==> src/rtl/wb_splitter.sv <==
// Pipelined Wishbone splitter: one master to two slaves by address decode.
// Outstanding requests are counted so responses are routed only from the owning slave.
module wb_splitter #(
    parameter int unsigned     AW     = 19,
    parameter int unsigned     DW     = 32,
    parameter logic [AW-1:0]   A_BASE = 19'h00000,
    parameter logic [AW-1:0]   A_MASK = 19'h40000,
    parameter logic [AW-1:0]   B_BASE = 19'h40000,
    parameter logic [AW-1:0]   B_MASK = 19'h40000,
    parameter int unsigned     LGOUT  = 4
) (
    input  logic              i_clk,
    input  logic              i_rst,
    input  logic              i_wb_cyc,
    input  logic              i_wb_stb,
    input  logic              i_wb_we,
    input  logic [AW-1:0]     i_wb_adr,
    input  logic [DW-1:0]     i_wb_data,
    input  logic [DW/8-1:0]   i_wb_sel,
    output logic              o_wb_stall,
    output logic              o_wb_ack,
    output logic              o_wb_err,
    output logic [DW-1:0]     o_wb_idata,
    output logic              o_a_cyc,
    output logic              o_a_stb,
    input  logic              i_a_stall,
    input  logic              i_a_ack,
    input  logic              i_a_err,
    input  logic [DW-1:0]     i_a_data,
    output logic              o_b_cyc,
    output logic              o_b_stb,
    input  logic              i_b_stall,
    input  logic              i_b_ack,
    input  logic              i_b_err,
    input  logic [DW-1:0]     i_b_data,
    output logic              o_s_we,
    output logic [AW-1:0]     o_s_adr,
    output logic [DW-1:0]     o_s_data,
    output logic [DW/8-1:0]   o_s_sel
);

    typedef enum logic [1:0] {OWN_IDLE, OWN_A, OWN_B, OWN_ERR} owner_t;
    typedef enum logic [1:0] {TGT_NONE, TGT_A, TGT_B} target_t;

    owner_t           owner;
    owner_t           next_owner;
    target_t          target;
    logic [LGOUT-1:0] count;
    logic             abort;
    logic             err_q;

    logic req, busy, full, same, blocked, slave_stall, stall, accept;
    logic live, owner_ack, owner_err, a_stb, b_stb;

    always_comb begin
        target = TGT_NONE;
        if ((i_wb_adr & A_MASK) == A_BASE)
            target = TGT_A;
        else if ((i_wb_adr & B_MASK) == B_BASE)
            target = TGT_B;

        next_owner = OWN_ERR;
        if (target == TGT_A)
            next_owner = OWN_A;
        else if (target == TGT_B)
            next_owner = OWN_B;

        req  = i_wb_cyc && i_wb_stb;
        busy = (count != '0);
        full = (count == '1);
        // An unmapped target never matches an owner, so this also holds off NONE while busy
        same    = (target == TGT_A && owner == OWN_A) || (target == TGT_B && owner == OWN_B);
        blocked = abort || full || (busy && !same);

        slave_stall = (target == TGT_A && i_a_stall) || (target == TGT_B && i_b_stall);
        stall       = blocked || slave_stall;
        accept      = req && !stall;

        a_stb = req && (target == TGT_A) && !blocked;
        b_stb = req && (target == TGT_B) && !blocked;

        live      = i_wb_cyc && !abort && busy;
        owner_ack = live && ((owner == OWN_A && i_a_ack) || (owner == OWN_B && i_b_ack));
        owner_err = live && ((owner == OWN_A && i_a_err) || (owner == OWN_B && i_b_err));
    end

    always_ff @(posedge i_clk) begin
        if (i_rst || !i_wb_cyc) begin
            owner <= OWN_IDLE;
            count <= '0;
            abort <= 1'b0;
            err_q <= 1'b0;
        end else begin
            err_q <= 1'b0;
            // The error-pulse cycle of an unmapped access is followed by abort
            if (!abort && owner == OWN_ERR && busy) begin
                abort <= 1'b1;
                count <= '0;
            end else if (owner_err) begin
                abort <= 1'b1;
                count <= '0;
            end else if (!abort) begin
                if (accept && !owner_ack)
                    count <= count + 1'b1;
                else if (!accept && owner_ack)
                    count <= count - 1'b1;
                if (accept) begin
                    owner <= next_owner;
                    err_q <= (target == TGT_NONE);
                end
            end
        end
    end

    assign o_wb_stall = stall;
    assign o_wb_ack   = owner_ack;
    assign o_wb_err   = i_wb_cyc && (err_q || owner_err);
    assign o_wb_idata = (owner == OWN_B) ? i_b_data : i_a_data;

    assign o_a_stb = a_stb;
    assign o_b_stb = b_stb;
    assign o_a_cyc = i_wb_cyc && !abort && ((owner == OWN_A && busy) || a_stb);
    assign o_b_cyc = i_wb_cyc && !abort && ((owner == OWN_B && busy) || b_stb);

    assign o_s_we   = i_wb_we;
    assign o_s_adr  = i_wb_adr;
    assign o_s_data = i_wb_data;
    assign o_s_sel  = i_wb_sel;

endmodule
==> config.mk <==
export PLATFORM = sky130hd
export DESIGN_NAME = wb_splitter
export DESIGN_NICKNAME = d
export VERILOG_FILES = /design/src/rtl/wb_splitter.sv
export SDC_FILE = /design/constraint.sdc
export NUM_CORES = 1
export LEC_CHECK = 0
export ABC_AREA = 1
export BUFFER_PORTS_ARGS = -buffer_cell sky130_fd_sc_hd__buf_2
export CAP_MARGIN = 20
export CORE_AREA = 2 2 87 89
export DETAILED_ROUTE_END_ITERATION = 16
export DIE_AREA = 0 0 89 91
export GPL_ROUTABILITY_DRIVEN = 0
export SETUP_SLACK_MARGIN = 0.4
export SYNTH_ARGS = -nofsm -noshare
export SYNTH_HDL_FRONTEND = slang
export SYNTH_SLANG_ARGS = --single-unit
export TNS_END_PERCENT = 5
==> constraint.sdc <==
create_clock -name i_clk -period 5.4 [get_ports i_clk]
set_input_delay 0 -clock i_clk [delete_from_list [all_inputs] [get_ports i_clk]]
set_output_delay 0 -clock i_clk [all_outputs]
set_load 0.03 [all_outputs]
Word-level counts from Yosys, hierarchy flattened
Cells that the tools add are included.
{"block": "classes", "order_cmp": 0, "n_eq_ne": 6, "mux": 9, "shift": 0, "multipliers": 0, "addsub": 2, "bitwise": 4, "reduce_logical": 55, "n_div": 0}
{"operator": "$mux W32", "count": 1}
{"operator": "$logic_and A1 B1 Y1", "count": 28}
{"operator": "$logic_not A19 Y1", "count": 1}
{"operator": "$logic_or A1 B1 Y1", "count": 11}
{"operator": "$mux W4", "count": 2}
{"operator": "$logic_not A1 Y1", "count": 7}
{"operator": "$eq A2 B2 Y1 const B", "count": 3}
{"operator": "$mux W2", "count": 3}
{"operator": "$reduce_or A5 Y1", "count": 1}
{"operator": "$add A4 B1 Y4 const B", "count": 1}
{"operator": "$eq A2 B1 Y1 const B", "count": 2}
{"operator": "$eq A4 B4 Y1 const B", "count": 1}
{"operator": "$not A1 Y1", "count": 4}
{"operator": "$reduce_and A4 Y1", "count": 1}
{"operator": "$reduce_bool A2 Y1", "count": 2}
{"operator": "$reduce_bool A4 Y1", "count": 1}
{"operator": "$sub A4 B1 Y4 const B", "count": 1}
{"operator": "$mux W1", "count": 3}
{"operator": "$reduce_or A3 Y1", "count": 1}
{"operator": "$logic_not A2 Y1", "count": 1}
{"operator": "$reduce_and A2 Y1", "count": 1}
{"block": "word_totals", "memories": 0, "wordCells": 80, "input_bits": 130, "mem_bits_ro": 0, "latch_bits": 0, "ff_bits": 8, "ramBits": 0, "out_inout_bits": 95}

Logic depth before layout (Yosys ltp)
Gate-level depths: netlist of run 1.
{"block": "depth", "ltp_word": 15, "depth_mapped": 15, "mapped_depth_nobuf": 14}

Worst setup path before layout of run 1
No wires, ideal clock.
{"block": "synth_timing", "kind": "flip-flop to flip-flop", "from": "register count[0]", "to": "register count[3]", "path_slack_ps": 3213, "stages_incl_launch_ff": 15, "t_arrival_ps": 2121, "setup_ps": 66, "required_ps": 5334, "n_path_buf": 0, "synth_period_minus_slack_ps": 2187, "cell_sequence": "dfxtp_1 nor2_1 nand2_2 nand3_2 nand3_2 nor2_4 ha_1 inv_1 ha_1 a21oi_1 nor2_1 nor2_1 xor2_1 nand2_1 a21oi_2"}
{"block": "synth_via", "elab_chain_cells": 10, "elab_cells_between_ends": 23, "classes_between": "add/sub: 2; eq/ne: 1; mux: 2; reduce/logical: 18"}
{"item": "start: declaration", "line_no": "48", "text": "logic [LGOUT-1:0] count;"}
{"item": "start signal: assignment", "line_no": "104", "text": "count <= count + 1'b1;"}
{"item": "start signal: assignment", "line_no": "106", "text": "count <= count - 1'b1;"}
{"item": "$eq A4 B4 Y1 or $reduce_bool A4 Y1 (tied branches)", "line_no": "70, 69"}
{"item": "$logic_or A1 B1 Y1 or $logic_and A1 B1 Y1 (tied branches)", "line_no": "73", "text": "blocked = abort || full || (busy && !same);"}
{"item": "$logic_or A1 B1 Y1 *", "line_no": "73"}
{"item": "$logic_or A1 B1 Y1 *", "line_no": "76", "text": "stall = blocked || slave_stall;"}
{"item": "net o_wb_stall", "line_no": "20", "text": "output logic o_wb_stall,"}
{"item": "$logic_not A1 Y1 *", "line_no": "77", "text": "accept = req && !stall;"}
{"item": "$logic_and A1 B1 Y1 *", "line_no": "77"}
{"item": "$logic_not A1 Y1", "line_no": "105", "text": "else if (!accept && owner_ack)"}
{"item": "$logic_and A1 B1 Y1", "line_no": "105"}
{"item": "$reduce_bool A2 Y1 (no line)"}
{"item": "$reduce_and A2 Y1 (no line)"}
Mark *: on every way through the listed nets, which the timed path passes. The rest lies on a longest branch. The select of a mux whose other input is x is not followed.
A chain may end at the register's enable or synchronous reset.

Worst setup path in the final report of run 1
{"block": "layout_timing", "from": "register owner[1]", "to": "register count[3]"}
{"block": "layout_via", "elab_chain_cells": 13, "elab_cells_between_ends": 30, "classes_between": "eq/ne: 3; mux: 1; reduce/logical: 26"}
{"item": "start: declaration", "line_no": "45", "text": "owner_t owner;"}
{"item": "start signal: assignment", "line_no": "108", "text": "owner <= next_owner;"}
{"item": "$eq A2 B1 Y1 or $eq A2 B2 Y1 (tied branches)", "line_no": "72, 83, 84"}
{"item": "$logic_and A1 B1 Y1", "line_no": "72", "text": "same = (target == TGT_A && owner == OWN_A) || (target == TGT_B && owner == OWN_B);"}
{"item": "$logic_or A1 B1 Y1", "line_no": "72"}
{"item": "$logic_not A1 Y1", "line_no": "73"}
{"item": "$logic_and A1 B1 Y1", "line_no": "73"}
{"item": "$logic_or A1 B1 Y1", "line_no": "73"}
{"item": "$logic_or A1 B1 Y1", "line_no": "76"}
{"item": "$logic_not A1 Y1", "line_no": "77"}
{"item": "$logic_and A1 B1 Y1", "line_no": "77"}
{"item": "$logic_not A1 Y1", "line_no": "105"}
{"item": "$logic_and A1 B1 Y1", "line_no": "105"}
{"item": "$reduce_bool A2 Y1 (no line)"}
{"item": "$reduce_and A2 Y1 (no line)"}
Parallel ways exist; a longest one is shown, timed or not.

==> Flow_metrics.wiki, run 1 <==
{| class="wikitable"
! Metric !! Value
|-
| Run status || finished clean
|-
| Post-synth top area share || 29.73%
|-
| Total routed wirelength || 4966 µm
|-
| Clk sink count || 7
|-
| Share of power burned in the clock network || 30.0%
|-
| Total negative slack || 0 ps
|-
| CP startpoint kind || flop
|-
| TritonCTS clock tree || yes
|-
| Most area-consuming cells after synthesis || buf_4, mux2_2, dfxtp_1, mux2_1, nand2_1
|-
| Worst path cell trace || nand3_1 > nand3_2 > nand3_2 > nor2_4 > ha_1 > inv_1 > ha_1 > a21oi_1 > nor2_1 > nor2_1 > xor2_1 > nand2_1 > a21oi_2
|-
| RSZ-0062 raised after global routing || no
|-
| Cell taking the most area after synthesis || buf_4
|-
| CTS Hold Buffers Added || 0
|-
| Vias in the first global route || 1298
|-
| DP Worst Slack || 3147 ps
|-
| Req. time, crit path || 5570 ps
|-
| Clock-pin slew of the registers on the worst-case setup and hold paths || 40 ps
|-
| Commonest non-fill, non-tap cell in the layout || buf_2
|-
| Area Growth Syn to Fin || 20.71%
|-
| VDD IR max || 0.08339 mV
|-
| Synthesis-stage register bit count || 7
|-
| Number of distinct library cells after synthesis || 25
|-
| Post-route clock skew || 1.733 ps
|-
| I/O Pins || 225
|-
| Nature of the critical path endpoint || flop
|-
| Most frequent cells in the layout || buf_2, mux2_2, nand2_1
|-
| Data arrival at the endpoint of the critical path || 2420 ps
|-
| Kind of critical path || flop to flop
|-
| Depth of the CTS H-tree || 1
|-
| Max-slew violation count || 0
|-
| Avg Inst Size Synth || 7.768 µm²
|-
| Horizontal extent of the die || 89 µm
|-
| Synthesized net count || 316
|-
| Drt first-iter violations || 28
|-
| Via/cell ratio || 3.971
|-
| Final setup violating endpoints || 0
|-
| TritonCTS Buffers || 3
|-
| Sequential share of power || 22.1%
|-
| Total of max-cap violations || 0
|-
| Layout cell share with drive strength beyond 1 || 67.08%
|-
| Placed cells || 335
|-
| Leakage || 0.8929 nW
|-
| Cells after synthesis || 182
|-
| Die area || 0.008099 mm²
|-
| Worst skew pair latency || 230 ps
|-
| Tmin final || 2255 ps
|-
| Max Clk Rate || 0.4434 GHz
|-
| First-pass GRT wire length || 6527 µm
|-
| Maximum fanout encountered on the critical timing path || 7
|-
| Overall global routing resource usage || 10.78%
|-
| Internal Dissipation || 0.0001515 W
|-
| Core box area || 0.007137 mm²
|-
| Cts repair resizes || 0
|-
| Overflow after GRT || 0
|-
| Yosys warning total || 0
|-
| Fin worst setup slack || 3145 ps
|-
| Maximum number of pins on one net before global-route repair || 34
|-
| Total via count after detailed routing || 1346
|-
| Slowest-stage cell, CP || dfxtp_1
|-
| Remaining number of nets flagged by the antenna check after routing || 0
|-
| Antenna violations before repair || 0
|-
| Sequential fraction of the synthesis area || 9.912%
|-
| Period utilization || 41.76%
|-
| Largest stage delay on the critical path || 490 ps
|-
| Post-synthesis instance area || 0.001414 mm²
|-
| Switching portion of total power || 38.46%
|-
| Clock root buffer master || clkbuf_8
|-
| Iteration count of the initial detailed-routing pass || 4
|-
| Antenna Diode Count || 0
|-
| Combinational Power Share || 47.9%
|-
| Number of I/O port buffers || 114
|-
| Sum of net half-perimeters after detailed placement || 4380 µm
|-
| Non-filler cells in the finished layout || 339
|-
| Setup repair bufs after CTS || 0
|-
| Maximum clock path buffer count || 2
|-
| Total power divided by cell area || 144.2 mW/mm²
|-
| Net switching component of the power || 0.00009467 W
|-
| Drc violations || 0
|-
| Slew at the pin closest to its max-slew limit || 731.5 ps
|-
| Detailed-route wire length per cell || 14.65 µm
|-
| Slew headroom || 51.06%
|-
| Worst hold slack || 0.01159 ps
|-
| Num rows || 31
|-
| Number of nets in the finished design || 375
|-
| Number of endpoints with negative hold slack in the final report || 0
|-
| Starting density of the core || 19.81%
|-
| Worst hold-check path type || primary input to output port
|-
| Height of the chip || 91 µm
|}
-- power by group through the flow --
stage	combinational, W	sequential (W)	clock, W
after floorplan	0.000146	0.0000548	0
after global placement	0.000119	0.0000552	0
after detailed placement	0.000119	0.0000553	0
after CTS	0.000120	0.0000544	0.0000761
after global routing	0.000128	0.0000545	0.0000801
final	0.000118	0.0000544	0.0000737
-- per-stage QoR --
stage | power (W) | utilization (%) | area (µm²)
floorplan | 0.0002007 | - | 1414
global placement | 0.0001737 | 23.28 | 1662
detailed placement | 0.0001747 | 23.28 | 1662
CTS | 0.0002507 | 23.91 | 1707
global route | 0.0002624 | 23.91 | 1707
finish | 0.0002461 | 23.91 | 1707
-- cell usage after synthesis, drive strengths merged --
cell type	count
xor2	3
xnor2	1
buf	60
fa	1
nand4	2
o21ai	8
mux2	32
nor2	14
a21oi	7
nand3	8
nand2	21
ha	3
dfxtp	7
nor3	1
inv	14
-- per-layer routing --
layer | wire [µm] | GRT usage (%) | vias to the layer above
li1 | - | - | 652
met1 | 1738 | 10.61 | 592
met2 | 2506 | 20.21 | 87
met3 | 654 | 4.273 | 15
met4 | 66 | 3.109 | 0
met5 | 0 | 0 | -
-- worst paths after layout --
| check | start | endpoint | slack, ps | cells after the start |
|---|---|---|---|---|
| min reg2reg | count[2] | count[2] | 530 | 2 |
| max reg2reg | owner[1] | count[3] | 3140 | 13 |
| min | i_wb_adr[15] | o_s_adr[15] | 0.01 | 0 |
| max | owner[1] | count[3] | 3140 | 13 |
-- registers in the layout, summed over array words and instances, names as in the netlist --
register / flops
abort: 1
count: 4
owner: 2
-- worst max-delay path: cells and delay by family (launching register included) --
family / cells / cell delay, ps
xor gates and xnor gates: 1 / 160
buffers and inverters: 1 / 90
DFF: 1 / 490
and+or+nand+nor: 7 / 720
AOI/OAI and AO/OA: 2 / 250
adders and majority gates: 2 / 470
-- cell type report --
| type | instances | area, µm² |
|---|---|---|
| fill | 827 | 5430 |
| inverter | 14 | 52.55 |
| multi-input combinational | 101 | 774.5 |
| sequential | 7 | 140.1 |
| timing repair buffer | 114 | 570.5 |
| clock buffer | 4 | 45.04 |
| tap | 99 | 123.9 |
-- cells by family after synthesis --
| logic type | Yosys count | synth area share (%) |
|---|---|---|
| xor gates and xnor gates | 4 | 2.478 |
| muxes | 32 | 25.49 |
| DFF | 7 | 9.911 |
| buffers and inverters | 74 | 35.31 |
| and+or+nand+nor | 46 | 16.37 |
| adders and majority gates | 4 | 4.071 |
| AOI/OAI and AO/OA | 15 | 6.371 |
Power figures use the tool's default switching activity.
==> run 2, diff against run 1 <==
==> constraint.sdc (replaced) <==
create_clock -name i_clk -period 2.2 [get_ports i_clk]
set_input_delay 0 -clock i_clk [delete_from_list [all_inputs] [get_ports i_clk]]
set_output_delay 0 -clock i_clk [all_outputs]
set_load 0.03 [all_outputs]
==> run 2 against run 1 <==
  * Combinational power grew to 2.6 times the previous value
  * Die area is the same
  * Via count grew 3.8%
==> Flow_metrics.wiki, run 2 (synthesized netlist as in run 1, its figures left out) <==
{| class="wikitable"
! Metric !! Value
|-
| Antenna Diode Count || 0
|-
| Flip-flop count of the largest register, all copies and words added || 4
|-
| Number of nets in the finished design || 384
|-
| Worst path cell trace || buf_4 > nor2_4 > nand2_1 > nand2_1 > nand2_2 > ha_4 > inv_4 > ha_4 > a21oi_2 > nor2_1 > nor2_1 > xor2_1 > nand2_1 > a21oi_2
|-
| Clock root buffer master || clkbuf_8
|-
| Area Growth Syn to Fin || 33.36%
|-
| Total via count after detailed routing || 1397
|-
| Most common cell type on the critical path || nand2_1
|-
| Commonest non-fill, non-tap cell in the layout || buf_2
|-
| Maximum number of pins on one net before global-route repair || 34
|-
| Placed cells || 337
|-
| Max Clk Rate || 0.5146 GHz
|-
| Overflow after GRT || 0
|-
| I/O Pins || 225
|-
| Core box area || 0.007137 mm²
|-
| Kind of critical path || flop to flop
|-
| Total power divided by cell area || 329.5 mW/mm²
|-
| Die area || 0.008099 mm²
|-
| Via/cell ratio || 4.014
|-
| Final setup violating endpoints || 0
|-
| Clock-pin slew of the registers on the worst-case setup and hold paths || 40 ps
|-
| Slew at the pin closest to its max-slew limit || 406.7 ps
|-
| Maximum clock path buffer count || 2
|-
| Req. time, crit path || 2360 ps
|-
| Iteration count of the initial detailed-routing pass || 4
|-
| Number of endpoints with negative hold slack in the final report || 0
|-
| Slew headroom || 72.89%
|-
| Data arrival at the endpoint of the critical path || 2100 ps
|-
| Total of max-cap violations || 0
|-
| Worst hold-check path type || primary input to output port
|-
| Leakage || 0.9550 nW
|-
| Max-slew violation count || 0
|-
| Height of the chip || 91 µm
|-
| First-pass GRT wire length || 6872 µm
|-
| Tmin final || 1943 ps
|-
| TritonCTS clock tree || yes
|-
| Total routed wirelength || 4888 µm
|-
| Slowest-stage cell, CP || dfxtp_2
|-
| Post-route clock skew || 1.236 ps
|-
| Run status || finished clean
|-
| Total negative slack || 0 ps
|-
| Total non-filler cell area in the finished layout || 0.001886 mm²
|-
| Maximum fanout encountered on the critical timing path || 4
|-
| CTS Hold Buffers Added || 0
|-
| VDD IR max || 0.07336 mV
|-
| Layout cell share with drive strength beyond 1 || 74.70%
|-
| Sum of net half-perimeters after detailed placement || 4246 µm
|-
| Largest regs || count x4, owner x2, abort x1
|-
| Most frequent cells in the layout || buf_2, mux2_2, nand2_1
|-
| Register with the most flip-flops || count
|-
| Clk sink count || 7
|-
| TritonCTS Buffers || 3
|-
| Starting density of the core || 19.81%
|-
| Number of I/O port buffers || 114
|-
| Non-filler cells in the finished layout || 348
|-
| Horizontal extent of the die || 89 µm
|-
| Worst skew pair latency || 230 ps
|-
| Largest stage delay on the critical path || 340 ps
|-
| Overall global routing resource usage || 11.31%
|-
| RSZ-0062 raised after global routing || yes
|-
| CP startpoint kind || flop
|-
| DP Worst Slack || 61.80 ps
|-
| Detailed-route wire length per cell || 14.05 µm
|-
| Depth of the CTS H-tree || 1
|-
| Drt first-iter violations || 27
|-
| Remaining number of nets flagged by the antenna check after routing || 0
|-
| Fin worst setup slack || 256.9 ps
|-
| Drc violations || 0
|-
| Antenna violations before repair || 0
|-
| Nature of the critical path endpoint || flop
|-
| Vias in the first global route || 1396
|-
| Period utilization || 88.32%
|-
| Num rows || 31
|-
| Post-detailed-placement cell area || 0.001765 mm²
|}
[run 2: cell types whose count changed in the layout (fill, tap and decap cells not counted), moves of 2 or more]
cell / before / now
buf_4: 0 / 9
dfxtp_1: 7 / 1
dfxtp_2: 0 / 3
dfxtp_4: 0 / 3
ha_1: 3 / 0
ha_4: 0 / 3
nand3_4: 0 / 3
inv_4: 0 / 2
nand3_1: 5 / 3
nor2_1: 11 / 9
nor2_4: 2 / 4
[run 2: path summary, 6_finish.rpt]
check | start | end | slack (ps) | cells after the start
max | owner[1] | count[3] | 260 | 14
min | i_wb_data[7] | o_s_data[7] | 0.01 | 0
max reg2reg | owner[1] | count[3] | 260 | 14
min reg2reg | owner[0] | owner[0] | 540 | 2
[run 2: area by class of cell]
class                   count  area [µm²]
well taps                  99       123.9
multi-input cells         101       865.8
fillers                   804        5251
clock buffers               4       45.04
flip-flops and latches      7       155.1
repair buffers            123       638.1
inverters                  14       57.56
[run 2: metrics by stage]
| step | utilization, % | total power, W | hold slack (ps) |
|---|---|---|---|
| after floorplan | - | 0.0005036 | 131.7 |
| after CTS | 26.42 | 0.0006294 | 0.2048 |
| after detailed placement | 24.74 | 0.0004386 | 0.2048 |
| after global placement | 24.74 | 0.0004368 | 0.2048 |
| final | 26.42 | 0.0006214 | 0.01319 |
| after global routing | 26.42 | 0.0006615 | 0.04344 |
[run 2: critical path, delay by kind of cell (launching register included)]
kind,cells,cell delay (ps)
AOI/OAI and AO/OA,2,210
adders and majority gates,2,380
xor gates and xnor gates,1,150
DFF,1,340
buffers and inverters,2,240
and+or+nand+nor,7,560
[run 2: layer usage]
layer	wire, µm	vias up	track usage [%]
met1	1877	604	12.38
met2	2223	83	17.97
li1	-	676	-
met4	238	0	7.711
met5	0	-	0
met3	549	34	3.909
[run 2: power breakdown]
| group | internal [W] | total, W | switching [W] |
|---|---|---|---|
| clock network | 0.000125 | 0.000179 | 0.0000537 |
| logic | 0.000130 | 0.000311 | 0.000181 |
| registers | 0.000128 | 0.000131 | 0.00000356 |
[run 2: what timing repair did]
| action | CTS | global route |
|---|---|---|
| setup buffers | 7 | 0 |
| resized for setup | 8 | 0 |
| cloned | 0 | 0 |
| pin swaps | 10 | 1 |
| setup endpoints to repair | 4 | 7 |
==> run 3, diff against run 2 <==
--- a/config.mk
+++ b/config.mk
@@ -8,9 +8,9 @@
 export ABC_AREA = 1
 export BUFFER_PORTS_ARGS = -buffer_cell sky130_fd_sc_hd__buf_2
 export CAP_MARGIN = 20
-export CORE_AREA = 2 2 87 89
+export CORE_AREA = 2 2 86 88
 export DETAILED_ROUTE_END_ITERATION = 16
-export DIE_AREA = 0 0 89 91
+export DIE_AREA = 0 0 88 90
 export GPL_ROUTABILITY_DRIVEN = 0
 export SETUP_SLACK_MARGIN = 0.4
 export SYNTH_ARGS = -nofsm -noshare
==> constraint.sdc (replaced) <==
create_clock -name i_clk -period 1.6 [get_ports i_clk]
set_input_delay 0 -clock i_clk [delete_from_list [all_inputs] [get_ports i_clk]]
set_output_delay 0 -clock i_clk [all_outputs]
set_load 0.03 [all_outputs]
==> run 3 against run 2 <==
  * The flow now finishes with violations (negative setup slack)
  * Final cell count increased by 5.7%
  * Utilization increased by 6.4 points
  * Sequential share of layout area decreased by 1.5 points
  * Wire length increased by 11%
  * Hold slack about the same
  * Non-clock buffer count increased by 20
  * Sequential power increased by 37%
  * Critical path type unchanged
==> Flow_metrics.wiki, run 3 (synthesized netlist as in run 1, its figures left out) <==
{| class="wikitable"
! Metric !! Value
|-
| Final setup violating endpoints || 7
|-
| Most frequent cells in the layout || buf_2, buf_4, mux2_2
|-
| Total of max-cap violations || 0
|-
| Most common cell type on the critical path || nand2_1
|-
| Total via count after detailed routing || 1458
|-
| TritonCTS Buffers || 3
|-
| Leakage || 1.140 nW
|-
| Fin worst setup slack || -319.9 ps
|-
| Sum of net half-perimeters after detailed placement || 4710 µm
|-
| Register with the most flip-flops || count
|-
| Number of nets in the finished design || 404
|-
| Layout cell share with drive strength beyond 1 || 81.41%
|-
| Max-slew violation count || 0
|-
| Combinational Power Share || 54.7%
|-
| Worst hold-check path type || primary input to output port
|-
| Fillers || 759
|-
| Clk sink count || 7
|-
| Internal Dissipation || 0.0006076 W
|-
| Number of endpoints with negative hold slack in the final report || 0
|-
| Worst path cell trace || buf_6 > nor2_4 > nand2_1 > nand2_1 > nand2_2 > ha_4 > inv_4 > ha_4 > a21oi_2 > nor2_1 > nor2_1 > xor2_1 > nand2_1 > a21oi_2
|-
| Max Clk Rate || 0.5209 GHz
|-
| Commonest non-fill, non-tap cell in the layout || buf_2
|-
| Die area || 0.007920 mm²
|-
| Share of power burned in the clock network || 26.8%
|-
| Kind of critical path || flop to flop
|-
| Flop-to-flop setup slack || -320 ps
|-
| Maximum clock path buffer count || 2
|-
| Maximum number of pins on one net before global-route repair || 34
|-
| Drc violations || 0
|-
| Depth of the CTS H-tree || 1
|-
| Run status || finished, violations left
|-
| Maximum fanout encountered on the critical timing path || 4
|-
| Starting density of the core || 20.14%
|-
| Clock root buffer master || clkbuf_8
|-
| Nature of the critical path endpoint || flop
|-
| I/O Pins || 225
|-
| Num rows || 31
|-
| Remaining number of nets flagged by the antenna check after routing || 0
|-
| Vias in the first global route || 1471
|-
| Flip-flop count of the largest register, all copies and words added || 4
|-
| Sequential share of power || 18.5%
|-
| Drt first-iter violations || 18
|-
| Clock-pin slew of the registers on the worst-case setup and hold paths || 50 ps
|-
| Number of I/O port buffers || 114
|-
| TritonCTS clock tree || yes
|-
| First-pass GRT wire length || 7914 µm
|-
| Data arrival at the endpoint of the critical path || 2080 ps
|-
| Worst skew pair latency || 230 ps
|-
| Period utilization || 120.0%
|-
| Via/cell ratio || 3.962
|-
| Slew headroom || 79.99%
|-
| Area Growth Syn to Fin || 63.10%
|-
| Iteration count of the initial detailed-routing pass || 4
|-
| Core box area || 0.007020 mm²
|-
| Largest stage delay on the critical path || 360 ps
|-
| Slew at the pin closest to its max-slew limit || 299.0 ps
|-
| Height of the chip || 90 µm
|-
| Post-route clock skew || 5.103 ps
|-
| Total power after layout || 0.0009744 W
|-
| Largest regs || count x4, owner x2, abort x1
|-
| Worst hold slack || 0.01138 ps
|-
| Total power divided by cell area || 422.6 mW/mm²
|-
| Horizontal extent of the die || 88 µm
|-
| Antenna Diode Count || 0
|-
| CP startpoint kind || flop
|-
| Antenna violations before repair || 0
|-
| Overall global routing resource usage || 13.10%
|-
| Detailed-route wire length per cell || 14.79 µm
|-
| RSZ-0062 raised after global routing || yes
|-
| VDD IR max || 0.1466 mV
|-
| Slowest-stage cell, CP || dfxtp_4
|-
| Overflow after GRT || 0
|-
| Req. time, crit path || 1760 ps
|-
| Net switching component of the power || 0.0003668 W
|-
| Total routed wirelength || 5444 µm
|-
| Tmin final || 1920 ps
|-
| Switching portion of total power || 37.65%
|-
| Violated checks || negative setup slack
|}
==> run 3: changes by cell type in the layout (fill, tap and decap cells not counted), moves of 2 or more <==
cell / change
buf_12: +2
buf_2: -39
nand2_2: +2
nand2_4: +3
nor2_1: -2
nand2_1: -5
mux2_4: +2
nor2_4: +2
buf_4: +38
buf_6: +18
==> run 3: layout make-up <==
cell class                 count  area (µm²)  share of cell area (%)
tap                           99       123.9                   5.372
timing repair buffer         143       985.9                   42.76
clock buffer                   4       45.04                   1.953
multi-input combinational    101       935.9                   40.59
inverter                      14       60.06                   2.604
sequential                     7       155.1                   6.728
==> run 3: worst max-delay path, delay by kind of cell (launching register included) <==
kind / cells / cell delay [ps]
flops: 1 / 360
xor+xnor: 1 / 160
buf+inv: 2 / 210
compound gates: 2 / 220
fa+ha+maj: 2 / 370
simple gates: 7 / 520
==> run 3: per-layer routing <==
metal / up-vias / part of all wire (%) / track usage, %
met1: 660 / 36 / 14.66
met3: 8 / 6.3 / 2.296
li1: 716 / - / -
met2: 74 / 57 / 24.75
met4: 0 / 0.86 / 3.333
met5: - / 0 / 0
==> run 3: final timing paths <==
kind / cells after the start / from / to
setup reg to reg: 14 / owner[1] / count[3]
hold / removal: 0 / i_wb_adr[0] / o_s_adr[0]
hold reg to reg: 2 / owner[0] / owner[0]
setup / recovery: 14 / owner[1] / count[3]
==> run 3: through the flow <==
step           TNS [ps]  setup WS [ps]  area [µm²]  utilization (%)  cells
2_1_floorplan     -1238         -455.7        1503                -    182
3_3_place_gp     -891.2         -376.6        1963            27.96    360
3_5_place_dp     -991.1         -421.1        1963            27.96    360
4_1_cts          -882.1         -338.0        2237            31.87    367
5_1_grt           -2491         -465.9        2306            32.85    368
6_report         -701.9         -319.9        2306            32.85    368
==> run 3: power by group through the flow <==
stage               clock, W  sequential [W]  combinational (W)
finish              0.000261        0.000180           0.000533
global placement           0        0.000184           0.000462
detailed placement         0        0.000184           0.000465
global route        0.000276        0.000180           0.000571
CTS                 0.000265        0.000179           0.000525
floorplan                  0        0.000185           0.000507
==> run 3: timing repair <==
item | in CTS | in global routing
hold buffers | 0 | 0
buffers inserted | 3 | 1
endpoints found under the setup margin | 46 | 46
pin swaps | 23 | 8
resized for setup | 73 | 16
